**config.mk**
```make
export PLATFORM = sky130hd
export DESIGN_NAME = sys1_audio_post_flat
export DESIGN_NICKNAME = d
export VERILOG_FILES = /design/src/rtl/sys1_audio_pkg.sv /design/src/rtl/sys1_audio_post_if.sv /design/src/rtl/sys1_audio_tickgen.sv /design/src/rtl/sys1_audio_post.sv /design/src/flat_wrapper.sv
export SDC_FILE = /design/constraint.sdc
export NUM_CORES = 1
export LEC_CHECK = 0
export ABC_AREA = 1
export CORE_ASPECT_RATIO = 1.1
export CORE_MARGIN = 3
export CORE_UTILIZATION = 51
export CTS_CLUSTER_DIAMETER = 150
export DETAILED_ROUTE_END_ITERATION = 8
export HOLD_SLACK_MARGIN = 0.06
export PLACE_DENSITY = 0.66
export SYNTH_ARGS = -nofsm -noshare
export SYNTH_HDL_FRONTEND = slang
export SYNTH_SLANG_ARGS = --single-unit
```
**constraint.sdc**
```tcl
create_clock -name clk40M -period 5.7 [get_ports clk40M]
set_clock_uncertainty 0.15 [all_clocks]
set_input_delay 0.855 -clock clk40M [delete_from_list [all_inputs] [get_ports clk40M]]
set_output_delay 0.855 -clock clk40M [all_outputs]
set_load 0.01 [all_outputs]
```
**src/rtl/sys1_audio_pkg.sv**
```systemverilog
// rtl/sys1_audio_pkg.sv - shared constants, sample type and saturation helper for sys1_audio_post
package sys1_audio_pkg;

  localparam logic [12:0] PHASE_INC = 13'd6;
  localparam logic [12:0] PHASE_MOD = 13'd5000;
  localparam logic [15:0] CENTER    = 16'h4000;

  typedef logic signed [15:0] sample_t;

  function automatic sample_t sat16(input logic signed [17:0] v);
    if (v > 18'sd32767) begin
      return 16'sh7fff;
    end else if (v < -18'sd32768) begin
      return 16'sh8000;
    end else begin
      return sample_t'(v[15:0]);
    end
  endfunction

endpackage

```
**src/rtl/sys1_audio_post_if.sv**
```systemverilog
// rtl/sys1_audio_post_if.sv - PSG mix in, 48 kHz PCM out bundle for sys1_audio_post
interface sys1_audio_post_if;
  import sys1_audio_pkg::*;

  logic [15:0] snd_in;
  logic        mute;
  sample_t     pcm_out;
  logic        pcm_valid;
  logic        tick48;

  modport master (output snd_in, mute, input pcm_out, pcm_valid, tick48);
  modport slave  (input snd_in, mute, output pcm_out, pcm_valid, tick48);

endinterface

```
**src/rtl/sys1_audio_tickgen.sv**
```systemverilog
// rtl/sys1_audio_tickgen.sv - 48 kHz tick from 40 MHz via a 6/5000 phase accumulator
module sys1_audio_tickgen
  import sys1_audio_pkg::*;
(
  input  logic clk40M,
  input  logic reset,
  output logic tick_now,
  output logic tick48
);

  logic [12:0] phase;
  logic [12:0] phase_nxt;

  // tick_now is the wrap decision for this edge; tick48 is its registered copy
  assign phase_nxt = phase + PHASE_INC;
  assign tick_now  = (phase_nxt >= PHASE_MOD);

  always_ff @(posedge clk40M or posedge reset) begin
    if (reset) begin
      phase  <= '0;
      tick48 <= 1'b0;
    end else begin
      phase  <= tick_now ? (phase_nxt - PHASE_MOD) : phase_nxt;
      tick48 <= tick_now;
    end
  end

endmodule

```
**src/rtl/sys1_audio_post.sv**
```systemverilog
// rtl/sys1_audio_post.sv - decimate, re-center, optional DC block (SYS1_AUDIO_DCBLOCK_EN), low-pass PSG mix to 48 kHz PCM
module sys1_audio_post
  import sys1_audio_pkg::*;
#(
  parameter int WIN_LOG2 = 9,
  parameter int LP_SHIFT = 2
`ifdef SYS1_AUDIO_DCBLOCK_EN
  ,
  parameter int DC_SHIFT = 8
`endif
) (
  input  logic             clk40M,
  input  logic             reset,
  sys1_audio_post_if.slave aud
);

  localparam int SUM_W = 16 + WIN_LOG2;
  localparam int CNT_W = WIN_LOG2 + 1;
  localparam logic [CNT_W-1:0] WIN_LEN = {1'b1, {WIN_LOG2{1'b0}}};
  localparam logic [CNT_W-1:0] CNT_ONE = {{WIN_LOG2{1'b0}}, 1'b1};

  logic               tick_now;
  logic               tick48;
  logic [SUM_W-1:0]   sum;
  logic [CNT_W-1:0]   win_cnt;
  logic [15:0]        avg;
  sample_t            x;
  sample_t            y;
  sample_t            l;
  sample_t            pcm_q;
  logic               v1;
  logic               v2;
  logic               pcm_v;
  logic signed [17:0] lp_diff;
  logic signed [17:0] lp_sum;

  sys1_audio_tickgen u_tickgen (
    .clk40M   (clk40M),
    .reset    (reset),
    .tick_now (tick_now),
    .tick48   (tick48)
  );

  // The tick-edge sample opens the next window; samples past WIN_LEN are dropped
  always_ff @(posedge clk40M or posedge reset) begin
    if (reset) begin
      sum     <= '0;
      win_cnt <= '0;
      avg     <= '0;
    end else if (tick_now) begin
      avg     <= sum[SUM_W-1:WIN_LOG2];
      sum     <= {{WIN_LOG2{1'b0}}, aud.snd_in};
      win_cnt <= CNT_ONE;
    end else if (win_cnt < WIN_LEN) begin
      sum     <= sum + {{WIN_LOG2{1'b0}}, aud.snd_in};
      win_cnt <= win_cnt + CNT_ONE;
    end
  end

  assign x = sample_t'(avg - CENTER);

  // tick48 doubles as "avg was just latched", enabling the T+1 stage
`ifdef SYS1_AUDIO_DCBLOCK_EN
  sample_t            x_prev;
  logic signed [17:0] dc_sum;

  assign dc_sum = 18'(x) - 18'(x_prev) + 18'(y) - 18'(y >>> DC_SHIFT);

  always_ff @(posedge clk40M or posedge reset) begin
    if (reset) begin
      x_prev <= '0;
      y      <= '0;
    end else if (tick48) begin
      x_prev <= x;
      y      <= sat16(dc_sum);
    end
  end
`else
  always_ff @(posedge clk40M or posedge reset) begin
    if (reset) begin
      y <= '0;
    end else if (tick48) begin
      y <= x;
    end
  end
`endif

  // One extra bit beyond 17 keeps y - l exact even when both sit at opposite rails
  assign lp_diff = 18'(y) - 18'(l);
  assign lp_sum  = 18'(l) + (lp_diff >>> LP_SHIFT);

  always_ff @(posedge clk40M or posedge reset) begin
    if (reset) begin
      v1    <= 1'b0;
      v2    <= 1'b0;
      pcm_v <= 1'b0;
      l     <= '0;
      pcm_q <= '0;
    end else begin
      v1    <= tick48;
      v2    <= v1;
      pcm_v <= v2;
      if (v1) begin
        l <= sat16(lp_sum);
      end
      if (v2) begin
        pcm_q <= aud.mute ? '0 : l;
      end
    end
  end

  assign aud.pcm_out   = pcm_q;
  assign aud.pcm_valid = pcm_v;
  assign aud.tick48    = tick48;

endmodule

```
**src/flat_wrapper.sv**
```systemverilog
// flat-port wrapper written by rule: the top's interface ports become plain ports
module sys1_audio_post_flat import sys1_audio_pkg::*;
#(
  parameter int WIN_LOG2 = 9,
  parameter int LP_SHIFT = 2

)
  (clk40M, reset, aud_snd_in, aud_mute, aud_pcm_out, aud_pcm_valid, aud_tick48);
  sys1_audio_post_if aud_i ();
  input  logic clk40M;
  input  logic reset;
  input wire logic [$bits(aud_i.snd_in)-1:0] aud_snd_in;
  input wire logic [$bits(aud_i.mute)-1:0] aud_mute;
  output wire logic [$bits(aud_i.pcm_out)-1:0] aud_pcm_out;
  output wire logic [$bits(aud_i.pcm_valid)-1:0] aud_pcm_valid;
  output wire logic [$bits(aud_i.tick48)-1:0] aud_tick48;
  assign aud_i.snd_in = aud_snd_in;
  assign aud_i.mute = aud_mute;
  assign aud_pcm_out = aud_i.pcm_out;
  assign aud_pcm_valid = aud_i.pcm_valid;
  assign aud_tick48 = aud_i.tick48;
  sys1_audio_post #(.WIN_LOG2(WIN_LOG2), .LP_SHIFT(LP_SHIFT)) u_core (.clk40M(clk40M), .reset(reset), .aud(aud_i));
endmodule
```
* Word-level counts from Yosys, hierarchy flattened *
Cells that the tools add are included.

word-level totals
  word-level logic and storage cells = 31
  bits in registers = 116
  bits of input ports = 19

operators by class
  mux-type cells = 8
  reduce and logical (&&, ||, !) cells = 1
  magnitude comparators = 4
  $add $sub $neg = 7

operators by type and width
  cell                    number
  $mux 25                 2
  $mux 16                 3
  $add 25x16->25          1
  $mux 10                 2
  $gt 18x16->1 const B    1
  $lt 18x16->1 const B    1
  $add 16x15->17          1
  $sub 16x16->17          1
  $sub 16x15->16 const B  1
  $add 13x3->13 const B   1
  $ge 13x13->1 const B    1
  $mux 13                 1
  $sub 13x13->13 const B  1
  $add 10x1->10 const B   1
  $lt 10x10->1 const B    1
  $reduce_bool 2->1       1

* Depth between registers and ports, before layout *
  depth in word-level cells = 5
  gate-level depth with buffers = 27
  mapped depth without buffers = 26

* Cells and area by module *
Synthesis repeated with hierarchy kept, for this count alone.

unflattened totals
  cells, all modules = 1077
  area, all modules = 7856.3 µm²

modules (own cells, without submodules)
  module              area each (µm²)  times used  cells each  sequential area each (µm²)
  sys1_audio_post     6830.3           1           922         2552.4
  sys1_audio_tickgen  1026.0           1           155         325.3

* Worst setup path after synthesis *
OpenSTA, ideal clock, no wires.

  path kind = flip-flop to flip-flop
  from = register u_core.l[1]
  to = register u_core.l[10]
  buffers on the path = 1
  cell stages (with the launch flop) = 26
  arrival time = 3.056 ns
  setup slack = 2.368 ns
  clock period less this slack = 3.332 ns
  cell sequence = dfrtp_1 > inv_1 > ha_1 > a21o_1 > nand2_1 > nand2_1 > nand2_1 > nand2_1 > nand3_1 > nand2_1 > nand2_1 > nand2_1 > nand2_1 > nand2_1 > ha_1 > inv_1 > nor3_1 > and2_1 > nand2_1 > nand2_1 > nand2_1 > nand2_1 > nor2_1 > nor2_1 > buf_2 > a21oi_1

on the way
  longest elaborated chain between the ends = 5

RTL lines
  element                 line                    source
  from (decl)             sys1_audio_post.sv:29   sample_t l;
  from (signal assigned)  sys1_audio_post.sv:104  l <= sat16(lp_sum);
  $sub 16x16->17          sys1_audio_post.sv:89   assign lp_diff = 18'(y) - 18'(l);
  $add 16x15->17 (*)      sys1_audio_post.sv:90   assign lp_sum = 18'(l) + (lp_diff >>> LP_SHIFT);
  $lt 18x16->1            sys1_audio_pkg.sv:13    end else if (v < -18'sd32768) begin
  $mux 16                 sys1_audio_pkg.sv:13
  $mux 16 (*)             sys1_audio_pkg.sv:11    if (v > 18'sd32767) begin

Mark *: on every way between the ends. The rest lies on a longest branch, timed or not.
A chain may end at the register's enable or synchronous reset.

* Final worst setup path *
  from = register u_core.l[1]
  to = register u_core.l[2]

Same word-level chain as after synthesis.

==> qor.txt <==
initial antenna violation count: 0
pwr/cell area: 324.4 nW/um^2
critical path class: flip-flop to flip-flop
Synth area leaders: dfrtp_1 37%, nand2_1 16%, ha_1 8.6%
Simple-Gate Fraction of Synth Area: 30.21%
#FFs+latches synth: 115
VDD IR-drop max: 0.0002124 V
post-route ant nets: 0
upper clock frequency limit: 233.0 MHz
first-pass GRT wire length: 31,430 um
clock sinks: 115
xor and xnor area share after synthesis: 5.006%
GRT overflow: 0
Antenna Cells: 0
Inserted Clock Buffers: 17
1st-iter DRT viols: 401
ys async rst share: 100.0%
chip width: 123.1 um
drt wl/cell: 13.99 um
compound-cell area share of the yosys netlist: 10.16%
H-Tree Depth: 4
Worst Path Max Fanout: 13
most common cell in the netlist: nand2_1
status: complete, no violations
cell accounting for the most synthesized area: dfrtp_1
number of synthesized flops with an enable pin: 0
fin nets: 1,179
Die ar.: 16,610 um^2
Hold Fails Final Rpt: 0
I/O pins: 37
Hold Path Class: flip-flop to flip-flop
Post-DP HPWL: 13,540 um
Worst-Margin Slew: 964.1 ps
Cell variety after synth: 37
Cell Area, Synth: 7699 um^2
post-synth top area share: 37.38%
synth-to-layout area growth: 14.32%
setup TNS: 0 ps
Via-to-Cell Ratio: 5.172
Clock Pin Slew Worst Setup and Hold Paths: 60 ps
drt pass-1 iters: 4
post-synthesis area per instance: 7.182 um^2
GR Util All Layers: 23.61%
minimum clock period: 4291 ps
critical path arrival: 4380 ps
P_leak: 4.704 nW
top_reg_cell synth: dfrtp_1
Mapped Nets: 1,146
Seq/Total Area, Yosys: 37.38%
RSZ-0062 raised after global routing: false
CP endpoint kind: flip-flop
final period utilization: 75.29%
vias in the first global route: 6,600
Root Driver: clkbuf_16
Post-CTS Setup Bufs: 0
Vert. Die Dim: 134.9 um
Fillers: 1,394
fraction of the mapped netlist area in adder cells: 9.134%
main combinational cell family by area after synthesis: simple AND/OR/NAND/NOR gates
Slew Limit Fails: 0
core box area: 14,620 um^2
Critical Path Start Type: flip-flop
fin util: 60.20%
Critical Path RT: 5790 ps
# rows: 46
final WL: 18,320 um
CTS tree: done
Port Buf Inserts: 36
RePlAce Congestion: 1.001
layout cells sized above 1: 4.651%
via count: 6,775
gate count of the mapped netlist: 1,072
DRC viols: 0
Max Cap Viol: 0
Skew-Pair Late Insertion Delay: 420 ps
largest net degree at the start of global routing: 72
Final Setup Violations: 0
Commonest cells post-synth: 335 x nand2_1, 130 x inv_1, 115 x dfrtp_1, 93 x nand3_1, 84 x nor2_1
# resized after CTS: 0
relative slew slack: 35.49%
CTS Hold Bufs: 0
Initial Util: 52.66%
Max Root-Sink Buffers: 2
Yosys Warn Count: 0
mux cell area share after synthesis: 0%
-- report_power, final --
| group | internal [mW] | switching [mW] |
|---|---|---|
| clock network | 0.658 | 0.406 |
| logic | 0.317 | 0.506 |
| registers | 0.908 | 0.0605 |
-- cell type report --
cell class / instances / area (um^2) / share of cell area (%)
well taps: 192 / 240.2 / 2.730
flip-flops and latches: 115 / 2878 / 32.70
multi-input cells: 798 / 4197 / 47.68
repair buffers: 40 / 390.4 / 4.436
clock inverters: 14 / 155.1 / 1.763
inverters: 133 / 501.7 / 5.701
clock buffers: 18 / 439.2 / 4.990
-- worst paths after layout --
kind / from / end / slack [ps] / cells past startpoint
worst max-delay path: u_core.l[1] / u_core.l[2] / 1410 / 24
min in group asynchronous: reset / u_core.aud.pcm_out[2] / 720 / 2
worst max register to register: u_core.l[1] / u_core.l[2] / 1410 / 24
worst min register to register: u_core.avg[7] / u_core.y[7] / 320 / 2
worst min-delay path: u_core.avg[7] / u_core.y[7] / 320 / 2
max in group asynchronous: reset / u_core.y[10] / 3750 / 3
-- layer usage --
metal | routed length [um] | global-route usage, % | vias up
met5 | 0 | 0 | -
met4 | 369 | 8.000 | 0
met3 | 417 | 4.231 | 32
met2 | 9171 | 40.34 | 104
met1 | 8363 | 30.04 | 3112
li1 | - | - | 3527
-- registers in the layout, indices dropped and copies added (netlist names) --
name / cells
u_core.v2: 1
u_core.l: 16
u_core.u_tickgen.tick48: 1
u_core.u_tickgen.phase: 12
u_core.sum: 25
u_core.avg: 16
u_core.win_cnt: 10
u_core.y: 16
u_core.aud.pcm_out: 16
u_core.v1: 1
u_core.aud.pcm_valid: 1
-- critical path, stage by stage (launching register included) --
cell and delay, ps:
dfrtp_1 390, inv_1 140, ha_1 250, a21o_1 200, nand2_1 90, nand2_1 80, nand2_1 100, nand2_1 120
nand2_1 80, nand2_1 100, nand3_1 140, nand2_1 70, nand2_1 60, nand2_1 70, ha_1 360, nand2_1 120
nor3_1 200, and2_1 160, nand2_1 60, nand2_1 80, nand2_1 40, nand2_1 120, nor2_1 70, nor2_1 730
a21oi_1 160
-- kinds of logic after synthesis --
logic type	count (synthesis)
AND/OR/NAND/NOR	555
buffers and inverters	159
AO/OA/AOI/OAI	144
flip-flops	115
adder cells (fa/ha/maj)	55
XOR/XNOR	44
-- placed cells by master (no fill, tap or decap), types with 14 or more instances in the layout --
cell type,instances
a21oi_1,75
inv_1,129
o21ai_0,33
xor2_1,31
clkbuf_16,17
dfrtp_1,115
nand3_1,93
o22ai_1,16
nor2_1,84
nand2_1,335
clkdlybuf4s50_1,36
nor3_1,14
ha_1,53
-- per-stage QoR --
step / area [um^2] / power, mW / hold WS, ps / setup WS, ps / std cells
2_1_floorplan: 7699 / 1.614 / 201.9 / 1651 / 1072
3_3_place_gp: 8207 / 1.789 / 306.6 / 1475 / 1278
3_5_place_dp: 8207 / 1.794 / 307.7 / 1385 / 1278
4_1_cts: 8801 / 2.878 / 319.3 / 1390 / 1310
5_1_grt: 8801 / 3.052 / 347.3 / 946.2 / 1310
6_report: 8801 / 2.855 / 318.9 / 1409 / 1310
No activity file was read; power rests on OpenSTA's default activity.
